[src/rtl/cpu_pkg.sv]
// Shared core definitions: store subtypes, store opcode, ROB tag width.
// Imported by the store reservation station and its age matrix.
package cpu_pkg;

  localparam logic [2:0] SB_OP = 3'b000;
  localparam logic [2:0] SH_OP = 3'b001;
  localparam logic [2:0] SW_OP = 3'b010;

  localparam logic [6:0] STORE_OP = 7'b0100011;

  localparam int unsigned RS_TAG_W = 6;
  typedef logic [RS_TAG_W-1:0] rs_tag_t;

  function automatic logic is_store_sub(
    input logic [2:0] s
  );
    return (s == SB_OP) || (s == SH_OP) || (s == SW_OP);
  endfunction

endpackage

[src/rtl/store_rs_age_matrix.sv]
// Age matrix for the store station: age_q[i][j] = entry i older than j.
// Yields the oldest entry of a ready vector as a one-hot select.
module store_rs_age_matrix
  import cpu_pkg::*;
#(
  parameter int DEPTH = 4
) (
  input  logic             clock,
  input  logic             reset,
  input  logic             flush,
  input  logic [DEPTH-1:0] alloc_oh,
  input  logic [DEPTH-1:0] free_oh,
  input  logic [DEPTH-1:0] valid,
  input  logic [DEPTH-1:0] rdy,
  output logic [DEPTH-1:0] oldest_oh
);

  logic [DEPTH-1:0][DEPTH-1:0] age_q, age_d;
  logic [DEPTH-1:0]            keep;
  logic [DEPTH-1:0]            blk;

  assign keep = valid & ~free_oh;

  // new entry is younger than every surviving entry
  always_comb begin
    age_d = age_q;
    for (int i = 0; i < DEPTH; i++) begin
      for (int j = 0; j < DEPTH; j++) begin
        if (flush || free_oh[i] || free_oh[j] || i == j)
          age_d[i][j] = 1'b0;
        else if (alloc_oh[j])
          age_d[i][j] = keep[i];
        else if (alloc_oh[i])
          age_d[i][j] = 1'b0;
      end
    end
  end

  // matrix state register
  always_ff @(posedge clock) begin
    if (!reset) age_q <= '0;
    else        age_q <= age_d;
  end

  // ready entry with no older ready entry wins
  always_comb begin
    blk       = '0;
    oldest_oh = '0;
    for (int i = 0; i < DEPTH; i++) begin
      for (int j = 0; j < DEPTH; j++) begin
        if (rdy[j] && age_q[j][i]) blk[i] = 1'b1;
      end
      oldest_oh[i] = rdy[i] && !blk[i];
    end
  end

endmodule

[src/rtl/store_rs_multi.sv]
// Multi-CDB store reservation station, age-ordered registered issue.
// STORE_RS_BYPASS_EN: capture same-cycle CDB data at dispatch.
module store_rs_multi
  import cpu_pkg::*;
#(
  parameter int XLEN  = 32,
  parameter int DEPTH = 4,
  parameter int TAG_W = RS_TAG_W,
  parameter int CDB_N = 2
) (
  input  logic                       clock,
  input  logic                       reset,
  input  logic                       flush,
  input  logic                       disp_valid,
  output logic                       disp_ready,
  input  logic [2:0]                 disp_subtype,
  input  logic [XLEN-1:0]            disp_val,
  input  logic [XLEN-1:0]            disp_base,
  input  logic [XLEN-1:0]            disp_off,
  input  logic                       disp_val_busy,
  input  logic                       disp_base_busy,
  input  logic [TAG_W-1:0]           disp_val_tag,
  input  logic [TAG_W-1:0]           disp_base_tag,
  input  logic [TAG_W-1:0]           disp_rob,
  input  logic [CDB_N-1:0]           cdb_valid,
  input  logic [CDB_N*TAG_W-1:0]     cdb_tag,
  input  logic [CDB_N*XLEN-1:0]      cdb_data,
  output logic                       iss_valid,
  input  logic                       iss_ready,
  output logic [TAG_W-1:0]           iss_rob,
  output logic [XLEN-1:0]            iss_addr,
  output logic [XLEN-1:0]            iss_data,
  output logic [XLEN/8-1:0]          iss_be,
  output logic [$clog2(DEPTH+1)-1:0] free_cnt
);

  localparam int BE_W = XLEN / 8;
  localparam int LO_W = $clog2(BE_W);
  localparam int IX_W = $clog2(DEPTH);
  localparam int FC_W = $clog2(DEPTH + 1);

  // lowest matching channel wins: {hit, data}
  function automatic logic [XLEN:0] cdb_find(
    input logic [TAG_W-1:0]       tag,
    input logic [CDB_N-1:0]       v,
    input logic [CDB_N*TAG_W-1:0] t,
    input logic [CDB_N*XLEN-1:0]  d
  );
    logic [XLEN:0] r;
    r = '0;
    for (int k = CDB_N - 1; k >= 0; k--) begin
      if (v[k] && t[k*TAG_W +: TAG_W] == tag)
        r = {1'b1, d[k*XLEN +: XLEN]};
    end
    return r;
  endfunction

  logic [DEPTH-1:0] vld_q, vld_d;
  logic [DEPTH-1:0] vbsy_q, vbsy_d;
  logic [DEPTH-1:0] bbsy_q, bbsy_d;
  logic [2:0]       sub_q  [DEPTH];
  logic [2:0]       sub_d  [DEPTH];
  logic [TAG_W-1:0] rob_q  [DEPTH];
  logic [TAG_W-1:0] rob_d  [DEPTH];
  logic [TAG_W-1:0] vtag_q [DEPTH];
  logic [TAG_W-1:0] vtag_d [DEPTH];
  logic [TAG_W-1:0] btag_q [DEPTH];
  logic [TAG_W-1:0] btag_d [DEPTH];
  logic [XLEN-1:0]  val_q  [DEPTH];
  logic [XLEN-1:0]  val_d  [DEPTH];
  logic [XLEN-1:0]  base_q [DEPTH];
  logic [XLEN-1:0]  base_d [DEPTH];
  logic [XLEN-1:0]  off_q  [DEPTH];
  logic [XLEN-1:0]  off_d  [DEPTH];
  logic [XLEN:0]    vhit   [DEPTH];
  logic [XLEN:0]    bhit   [DEPTH];

  logic             iss_valid_q, iss_valid_d;
  logic [IX_W-1:0]  sel_q, sel_d;
  logic [TAG_W-1:0] iss_rob_q, iss_rob_d;
  logic [XLEN-1:0]  iss_addr_q, iss_addr_d;
  logic [XLEN-1:0]  iss_data_q, iss_data_d;
  logic [BE_W-1:0]  iss_be_q, iss_be_d;

  logic [DEPTH-1:0] sel_oh, free_oh, alloc_oh;
  logic [DEPTH-1:0] rdy, oldest_oh;
  logic [IX_W-1:0]  alloc_idx, pick_idx;
  logic             do_alloc, hs;

  logic [2:0]       s_sub;
  logic [XLEN-1:0]  s_val, s_addr, s_data;
  logic [XLEN-1:0]  d8, d16, d32;
  logic [BE_W-1:0]  s_mask, s_be;

`ifdef STORE_RS_BYPASS_EN
  logic [XLEN:0] dv_hit, db_hit;
  assign dv_hit = cdb_find(disp_val_tag, cdb_valid, cdb_tag, cdb_data);
  assign db_hit = cdb_find(disp_base_tag, cdb_valid, cdb_tag, cdb_data);
`endif

  // free count and lowest free slot from current occupancy
  always_comb begin
    free_cnt  = '0;
    alloc_idx = '0;
    for (int i = DEPTH - 1; i >= 0; i--) begin
      if (!vld_q[i]) begin
        free_cnt  = free_cnt + FC_W'(1);
        alloc_idx = IX_W'(i);
      end
    end
  end

  assign disp_ready = ~&vld_q;
  assign do_alloc   = disp_valid && disp_ready && !flush &&
                      is_store_sub(disp_subtype);
  assign alloc_oh   = do_alloc ? (DEPTH'(1) << alloc_idx) : '0;
  assign sel_oh     = DEPTH'(1) << sel_q;
  assign hs         = iss_valid_q && iss_ready;
  assign free_oh    = hs ? sel_oh : '0;
  assign rdy        = vld_q & ~vbsy_q & ~bbsy_q &
                      ~(iss_valid_q ? sel_oh : '0);

  store_rs_age_matrix #(
    .DEPTH (DEPTH)
  ) u_age (
    .clock     (clock),
    .reset     (reset),
    .flush     (flush),
    .alloc_oh  (alloc_oh),
    .free_oh   (free_oh),
    .valid     (vld_q),
    .rdy       (rdy),
    .oldest_oh (oldest_oh)
  );

  // encode the oldest-ready select
  always_comb begin
    pick_idx = '0;
    for (int i = 0; i < DEPTH; i++) begin
      if (oldest_oh[i]) pick_idx = IX_W'(i);
    end
  end

  // per-entry CDB lookup for both operands
  always_comb begin
    for (int i = 0; i < DEPTH; i++) begin
      vhit[i] = cdb_find(vtag_q[i], cdb_valid, cdb_tag, cdb_data);
      bhit[i] = cdb_find(btag_q[i], cdb_valid, cdb_tag, cdb_data);
    end
  end

  // entry update: free, capture, allocate, flush wins
  always_comb begin
    vld_d  = vld_q;
    vbsy_d = vbsy_q;
    bbsy_d = bbsy_q;
    sub_d  = sub_q;
    rob_d  = rob_q;
    vtag_d = vtag_q;
    btag_d = btag_q;
    val_d  = val_q;
    base_d = base_q;
    off_d  = off_q;
    for (int i = 0; i < DEPTH; i++) begin
      if (free_oh[i]) vld_d[i] = 1'b0;
      if (vld_q[i] && vbsy_q[i] && vhit[i][XLEN]) begin
        vbsy_d[i] = 1'b0;
        val_d[i]  = vhit[i][XLEN-1:0];
      end
      if (vld_q[i] && bbsy_q[i] && bhit[i][XLEN]) begin
        bbsy_d[i] = 1'b0;
        base_d[i] = bhit[i][XLEN-1:0];
      end
    end
    if (do_alloc) begin
      vld_d[alloc_idx]  = 1'b1;
      sub_d[alloc_idx]  = disp_subtype;
      rob_d[alloc_idx]  = disp_rob;
      val_d[alloc_idx]  = disp_val;
      vbsy_d[alloc_idx] = disp_val_busy;
      vtag_d[alloc_idx] = disp_val_tag;
      base_d[alloc_idx] = disp_base;
      bbsy_d[alloc_idx] = disp_base_busy;
      btag_d[alloc_idx] = disp_base_tag;
      off_d[alloc_idx]  = disp_off;
`ifdef STORE_RS_BYPASS_EN
      if (disp_val_busy && dv_hit[XLEN]) begin
        vbsy_d[alloc_idx] = 1'b0;
        val_d[alloc_idx]  = dv_hit[XLEN-1:0];
      end
      if (disp_base_busy && db_hit[XLEN]) begin
        bbsy_d[alloc_idx] = 1'b0;
        base_d[alloc_idx] = db_hit[XLEN-1:0];
      end
`endif
    end
    if (flush) vld_d = '0;
  end

  // effective address, byte lanes and replicated data
  always_comb begin
    s_sub  = sub_q[pick_idx];
    s_val  = val_q[pick_idx];
    s_addr = base_q[pick_idx] + off_q[pick_idx];
    for (int b = 0; b < XLEN; b++) begin
      d8[b]  = s_val[b % 8];
      d16[b] = s_val[b % 16];
      d32[b] = s_val[b % 32];
    end
    s_mask = BE_W'(15);
    s_data = d32;
    unique case (1'b1)
      (s_sub == SB_OP): begin
        s_mask = BE_W'(1);
        s_data = d8;
      end
      (s_sub == SH_OP): begin
        s_mask = BE_W'(3);
        s_data = d16;
      end
      default: begin
        s_mask = BE_W'(15);
        s_data = d32;
      end
    endcase
    s_be = s_mask << s_addr[LO_W-1:0];
  end

  // issue slot: hold while stalled, else load oldest ready
  always_comb begin
    iss_valid_d = iss_valid_q;
    sel_d       = sel_q;
    iss_rob_d   = iss_rob_q;
    iss_addr_d  = iss_addr_q;
    iss_data_d  = iss_data_q;
    iss_be_d    = iss_be_q;
    if (flush) begin
      iss_valid_d = 1'b0;
      sel_d       = '0;
      iss_rob_d   = '0;
      iss_addr_d  = '0;
      iss_data_d  = '0;
      iss_be_d    = '0;
    end else if (!iss_valid_q || iss_ready) begin
      iss_valid_d = |oldest_oh;
      if (|oldest_oh) begin
        sel_d      = pick_idx;
        iss_rob_d  = rob_q[pick_idx];
        iss_addr_d = s_addr;
        iss_data_d = s_data;
        iss_be_d   = s_be;
      end
    end
  end

  // entry and issue state registers
  always_ff @(posedge clock) begin
    if (!reset) begin
      vld_q       <= '0;
      vbsy_q      <= '0;
      bbsy_q      <= '0;
      sub_q       <= '{default: '0};
      rob_q       <= '{default: '0};
      vtag_q      <= '{default: '0};
      btag_q      <= '{default: '0};
      val_q       <= '{default: '0};
      base_q      <= '{default: '0};
      off_q       <= '{default: '0};
      iss_valid_q <= 1'b0;
      sel_q       <= '0;
      iss_rob_q   <= '0;
      iss_addr_q  <= '0;
      iss_data_q  <= '0;
      iss_be_q    <= '0;
    end else begin
      vld_q       <= vld_d;
      vbsy_q      <= vbsy_d;
      bbsy_q      <= bbsy_d;
      sub_q       <= sub_d;
      rob_q       <= rob_d;
      vtag_q      <= vtag_d;
      btag_q      <= btag_d;
      val_q       <= val_d;
      base_q      <= base_d;
      off_q       <= off_d;
      iss_valid_q <= iss_valid_d;
      sel_q       <= sel_d;
      iss_rob_q   <= iss_rob_d;
      iss_addr_q  <= iss_addr_d;
      iss_data_q  <= iss_data_d;
      iss_be_q    <= iss_be_d;
    end
  end

  assign iss_valid = iss_valid_q;
  assign iss_rob   = iss_rob_q;
  assign iss_addr  = iss_addr_q;
  assign iss_data  = iss_data_q;
  assign iss_be    = iss_be_q;

endmodule

[config.mk]
export PLATFORM = sky130hd
export DESIGN_NAME = store_rs_multi
export DESIGN_NICKNAME = d
export VERILOG_FILES = /design/src/rtl/cpu_pkg.sv /design/src/rtl/store_rs_age_matrix.sv /design/src/rtl/store_rs_multi.sv
export SDC_FILE = /design/constraint.sdc
export NUM_CORES = 2
export LEC_CHECK = 0
export CAP_MARGIN = 40
export CORE_UTILIZATION = 40
export DETAILED_ROUTE_END_ITERATION = 8
export MAX_ROUTING_LAYER = met4
export PLACE_DENSITY_LB_ADDON = 0.25
export SYNTH_ARGS = -nofsm -noshare
export SYNTH_HDL_FRONTEND = slang
export SYNTH_SLANG_ARGS = --single-unit
[constraint.sdc]
create_clock -name clock -period 5.1 [get_ports clock]
set_input_delay 0.765 -clock clock [delete_from_list [all_inputs] [get_ports clock]]
set_output_delay 0.765 -clock clock [all_outputs]
set_load 0.005 [all_outputs]
After elaboration in Yosys (flattened, before gate mapping):

Cells that the tools add are included.

* add/subtract/negate cells: 4
* $mul: 0
* divide/modulo/power cells: 0
* order comparisons: 5
* equal/unequal tests: 19
* shifts and indexed selects: 3
* multiplexer cells: 121
* bitwise gates (word level): 12
* reduce and logical (&&, ||, !) cells: 108

Operators by type and width (number)
* 33-bit two-way mux: 16
* 32-bit two-way mux: 15
* 128-bit bitwise mux: 3
* 128-bit two-way mux: 2
* 32-bit binary-select mux with 2-bit select: 3
* 6-bit equality test: 16
* 24-bit bitwise mux: 3
* 32-bit demux with 2-bit select: 1
* 32-bit one-hot mux with 2 select lines: 1
* 1-bit logical AND: 58
* 1-bit two-way mux: 47
* 32-bit adder: 1
* 2-bit OR reduction: 13
* 4-bit two-way mux: 6
* 1-bit logical OR: 19
* 3-bit two-way mux: 6
* 6-bit two-way mux: 3
* 4-bit AND: 4
* 4-bit inverter: 4
* 6-bit binary-select mux with 2-bit select: 1
* 12-bit bitwise mux: 1
* 6-bit demux with 2-bit select: 1
* 2-bit two-way mux: 6
* 2-bit nonzero test: 6
* 22 further kinds: 36

* flip-flop bits (word level): 573
* latch bits: 0
* bits in writable memories: 0
* bits in read-only memories: 0
* output and inout bits: 79
* word-level logic and storage cells: 325
* memories: 0

Longest topological paths before layout:

* depth in word-level cells: 21
* gate-level depth with buffers: 24
* depth with buffers taken out: 20

Modules after synthesis:

From an unflattened synthesis, not the netlist that was laid out.

* cells, all modules: 4129
* area total of the unflattened synthesis: 32291.0 um^2

By module, submodules not included
* store_rs_multi: instances 1, cells each 4063, area an instance 31684.1 um^2, sequential area each 11150.7 um^2
* store_rs_age_matrix: instances 1, cells each 66, area an instance 606.8 um^2, sequential area each 240.2 um^2

Worst setup path before layout:

OpenSTA, ideal clock, no wires.

* path type: reg-to-reg
* start: register iss_valid_q, in the netlist iss_valid
* end: register iss_addr_q[30], in the netlist iss_addr[30]
* library setup time: 62 ps
* data arrival time: 4675 ps
* required time: 5038 ps
* setup slack: 363 ps
* stages on the path, launching flop included: 24
* period minus slack after synthesis: 4737 ps
* path through: dfxtp_1 buf_4 or3b_4 nand3_1 o2111a_1 buf_2 buf_2 buf_1 clkbuf_1 nand2_1 o21ai_0 ha_1 inv_1 fa_1 nor2b_1 o21a_1 o21ai_0 a211oi_1 o31ai_1 a21oi_1 o41a_1 a31oi_1 or4_1 nand3_1

* cells in the longest elaborated chain, start to end: 18
* elaborated cells on any way between the ends: 58
* those cells by class: add/sub (1); mux (26); bitwise (3); reduce/logical (28)

RTL lines
* start, declared: RTL line store_rs_multi.sv:78 `logic iss_valid_q, iss_valid_d;`
* start signal, assigned: RTL line store_rs_multi.sv:286 `iss_valid_q <= iss_valid_d;`
* 4-bit two-way mux: RTL line store_rs_multi.sv:121 `~(iss_valid_q ? sel_oh : '0);`
* 4-bit inverter: RTL line store_rs_multi.sv:121
* 4-bit AND: RTL line store_rs_multi.sv:120 `assign rdy = vld_q & ~vbsy_q & ~bbsy_q &`
* 1-bit logical AND: RTL line store_rs_age_matrix.sv:51 `if (rdy[j] && age_q[j][i]) blk[i] = 1'b1;`
* 1-bit two-way mux (4 in a row): RTL line store_rs_age_matrix.sv:51
* 1-bit zero test: RTL line store_rs_age_matrix.sv:53 `oldest_oh[i] = rdy[i] && !blk[i];`
* 1-bit logical AND: RTL line store_rs_age_matrix.sv:53
* 1-bit two-way mux: RTL line store_rs_multi.sv:140 `if (oldest_oh[i]) pick_idx = IX_W'(i);`
* 2-bit two-way mux (2 in a row): RTL line store_rs_multi.sv:140
* 2-bit inverter with 3-bit output (not written as such): RTL line store_rs_multi.sv:204 `s_addr = base_q[pick_idx] + off_q[pick_idx];`
* 32-bit binary-select mux with 2-bit select: RTL line store_rs_multi.sv:204
* 32-bit two-way mux (not written as such) (2 in a row): RTL line store_rs_multi.sv:204
* 32-bit adder: RTL line store_rs_multi.sv:204
* end signal, assigned: RTL line store_rs_multi.sv:289 `iss_addr_q <= iss_addr_d;`
* end, declared: RTL line store_rs_multi.sv:81 `logic [XLEN-1:0] iss_addr_q, iss_addr_d;`

Parallel ways exist; a longest one is shown, timed or not. The select of a mux whose other input is x is not followed.
A chain may end at the register's enable or synchronous reset.

Worst setup path after layout:

* start: register sel_q[1]
* end: register iss_addr_q[30], in the netlist iss_addr[30]

* cells in the longest elaborated chain, start to end: 19
* elaborated cells on any way between the ends: 57
* those cells by class: add/sub (1); shift (1); mux (26); bitwise (3); reduce/logical (26)

RTL lines
* start, declared: RTL line store_rs_multi.sv:79 `logic [IX_W-1:0] sel_q, sel_d;`
* start signal, assigned: RTL line store_rs_multi.sv:287 `sel_q <= sel_d;`
* 1-bit by 2-bit << shifter with 4-bit output (*): RTL line store_rs_multi.sv:117 `assign sel_oh = DEPTH'(1) << sel_q;`
* 4-bit two-way mux (*): RTL line store_rs_multi.sv:121
* 4-bit inverter (*): RTL line store_rs_multi.sv:121
* 4-bit AND (*): RTL line store_rs_multi.sv:120
* 1-bit logical AND: RTL line store_rs_age_matrix.sv:51
* 1-bit two-way mux (4 in a row): RTL line store_rs_age_matrix.sv:51
* 1-bit zero test: RTL line store_rs_age_matrix.sv:53
* 1-bit logical AND: RTL line store_rs_age_matrix.sv:53
* 1-bit two-way mux: RTL line store_rs_multi.sv:140
* 2-bit two-way mux (2 in a row): RTL line store_rs_multi.sv:140
* 2-bit inverter with 3-bit output (not written as such): RTL line store_rs_multi.sv:204
* 32-bit binary-select mux with 2-bit select: RTL line store_rs_multi.sv:204
* 32-bit two-way mux (not written as such) (2 in a row): RTL line store_rs_multi.sv:204
* 32-bit adder: RTL line store_rs_multi.sv:204

Mark *: on every way between the ends. The rest lies on a longest branch, timed or not. The select of a mux whose other input is x is not followed.

==> impl_metrics.json <==
{
  "nNetsFinal": 4358,
  "antenna_found_initial": 10,
  "r2r-start": "sel_q[1]",
  "drc": 0,
  "routedWlPerCell_um": 22.9,
  "use_met3": 0.0411,
  "finalCritPeriodShare": 0.924,
  "maxSlewViolCount": 0,
  "endpoint_kind": "register",
  "placed_area_um2": 35200,
  "vias": 30258,
  "grt_overflow": 0,
  "synth_edf_count": 0,
  "p_clk_frac": 0.477,
  "die_area_um2": 80100,
  "setup_viol": 0,
  "arrival_ns": 5.21,
  "clock_path_buffers": 3,
  "hold_start": "iss_addr[7]",
  "p_leak_uw": 0.0121,
  "p_seq_frac": 0.445,
  "fin_tns_setup_ns": 0,
  "layout_min_cycle_time_ns": 4.71,
  "drt_iter0_markers": 3115,
  "syn_avg_cell_area_um2": 7.69,
  "clkTransAtPathRegs_ns": 0.06,
  "ctsHoldBuffers": 0,
  "seq_area_frac_synth": 0.361,
  "grt_max_degree": 125,
  "fin_worst_skew_ns": 0.0400,
  "syn-num-nets": 4345,
  "hpwl_um": 76800,
  "clk_latency_ns": 0.62,
  "synth_flop_cell": "dfxtp_1",
  "numPortBuffers": 280,
  "synth_cell_type_count": 70,
  "grt_use_met1": 0.393,
  "cp-startpoint": "sel_q[1]",
  "fmax_ghz": 0.212,
  "synth_area_um2": 31600,
  "top_usage_layer": "met2",
  "cts.sinks": 569,
  "cts-root-buf": "clkbuf_16",
  "p_switching_uw": 2490,
  "first_pass_iters": 6,
  "hold_violations": 0,
  "p_comb_frac": 0.078,
  "worstSetupPathType": "register to register",
  "hp-class": "register to register",
  "use_met2": 0.457,
  "p_int_uw": 7620,
  "netlist.area_leader.share": 0.361,
  "drive_gt1_frac": 0.0559,
  "rsz0062_at_grt": "false",
  "yosys_warnings": 0,
  "ios": 281,
  "tightestPinTransition_ns": 0.863,
  "crit_required_ns": 5.60,
  "swShare": 0.246,
  "area_growth_pct": 18.2,
  "pre_cts_ws_ns": 0.335,
  "final_antenna_net_count": 0,
  "first_global_vias": 28885,
  "finalInstanceArea_um2": 37400,
  "gp_congestion": 0.894,
  "async_flop_share": 0,
  "cts_max_level": 3,
  "fill_cells": 7657,
  "synth_top_area_cell": "dfxtp_1",
  "ctsResizeCount": 0,
  "p_per_area_nw_per_um2": 271,
  "setup_ws_ns": 0.385,
  "die_x_um": 283,
  "startpoint_type": "register",
  "ys_seq_elements": 569,
  "wirelength_um": 119000,
  "slew_headroom": 0.425,
  "cts_buffers": 67,
  "die_height_um": 283,
  "synthTopCellsByArea": "dfxtp_1 36%, nand2_1 12%, a21boi_0 9.4%, mux2i_1 6.7%, o211ai_1 4.9%",
  "drv_cap": 0,
  "rows": 102,
  "grt_use_total": 0.297,
  "via_per_inst": 5.80,
  "grt_first_pass_wirelength_um": 181000,
  "core_area_um2": 77800,
  "postCtsSetupBuffers": 0,
  "status": "finished clean",
  "vdd_drop_max_mv": 0.197,
  "start_util": 0.406,
  "cts_tree": "built",
  "syn_inst": 4106,
  "path_max_fanout": 21
}
-- power by group through the flow --
stage | Combinational, uW | Sequential, uW | Clock [uW]
after floorplan | 389 | 4590 | 0
after global placement | 764 | 4590 | 0
after detailed placement | 770 | 4590 | 0
after CTS | 774 | 4500 | 4880
after global routing | 830 | 4500 | 5050
final | 786 | 4500 | 4820
-- path summary, 6_finish.rpt --
check / end / slack [ns] / depth (start not counted)
worst max-delay path: iss_addr[30] / 0.39 / 17
worst min-delay path: iss_addr[7] / 0.45 / 2
worst max register to register: iss_addr[30] / 0.39 / 17
worst min register to register: iss_addr[7] / 0.45 / 2
-- synthesized netlist by cell type (all sizes together), types with 6 or more instances --
library cell	number
xnor2	64
a21boi	423
nand2	1011
inv	27
a211oi	60
nor4	16
nand3	45
nor3	42
and3	8
a21oi	199
o221ai	16
and2	6
nor2	206
a31oi	10
o22ai	62
xor2	56
a22oi	115
dfxtp	569
a221oi	14
mux2i	211
a21o	21
clkbuf	346
buf	71
nand4	20
or3	8
ha	36
o211ai	205
o21ai	128
nor2b	58
-- logic make-up after synthesis --
kind of cell | synth area share
simple gates | 0.189
compound gates | 0.280
buf+inv | 0.0552
xor+xnor | 0.0333
fa+ha+maj | 0.0149
mux | 0.0677
flops | 0.361
-- layer usage --
layer  wire length (um)  up-vias
met5                  0        -
met4               3990        0
met3               8970      184
met2              53700     1235
met1              52600    14508
li1                   -    14331
-- critical path, cell delays in order (launching register included) --
cell       delay [ns]
dfxtp_1          0.46
nand2_1          0.12
o211ai_1         0.33
buf_4            0.21
o2111ai_4        0.19
nand3_2          0.13
buf_4            0.35
buf_4            0.38
o22ai_1          0.13
a21oi_1          0.46
ha_1             0.41
a21o_1           0.22
a21o_1           0.17
a21o_1           0.22
o41a_1           0.42
a31oi_1          0.21
or4_1            0.13
nand3_1          0.05
-- final cells by class --
cell class,count,area (um2),share of cell area
timing repair buffer,361,3650,0.0977
tap,1040,1300,0.0348
clock inverter,18,185,0.00496
antenna,9,22.5,0.000603
clock buffer,100,1960,0.0526
sequential,569,11400,0.305
inverter,27,101,0.00271
multi-input combinational,3093,18700,0.502
-- placed cells by master, fill, tap and decap left out, drive strengths merged, types with 45 or more instances in the layout --
cell type,instances
a211oi,60
a21boi,423
a21oi,199
a22oi,115
buf,82
clkbuf,100
clkdlybuf4s50,279
dfxtp,569
mux2i,211
nand2,1011
nand3,45
nor2,206
nor2b,58
o211ai,205
o21ai,128
o22ai,62
xnor2,64
xor2,56
-- registers in the layout, summed over array words and instances, names as in the netlist, 12 cells and up --
register / flops
u_age.age_q: 12
val_q: 128
sub_q: 12
vtag_q: 24
iss_data: 32
btag_q: 24
base_q: 128
rob_q: 24
off_q: 128
iss_addr: 32
-- metrics by stage --
step / hold WS [ns] / cells / power [uW] / utilization
after floorplan: 0.434 / 4106 / 4980 / -
after global placement: 0.442 / 5087 / 5360 / 0.451
after detailed placement: 0.446 / 5090 / 5360 / 0.452
after CTS: 0.456 / 5208 / 10200 / 0.479
after global routing: 0.471 / 5217 / 10400 / 0.480
final: 0.454 / 5217 / 10100 / 0.480
Power figures use the tool's default switching activity.
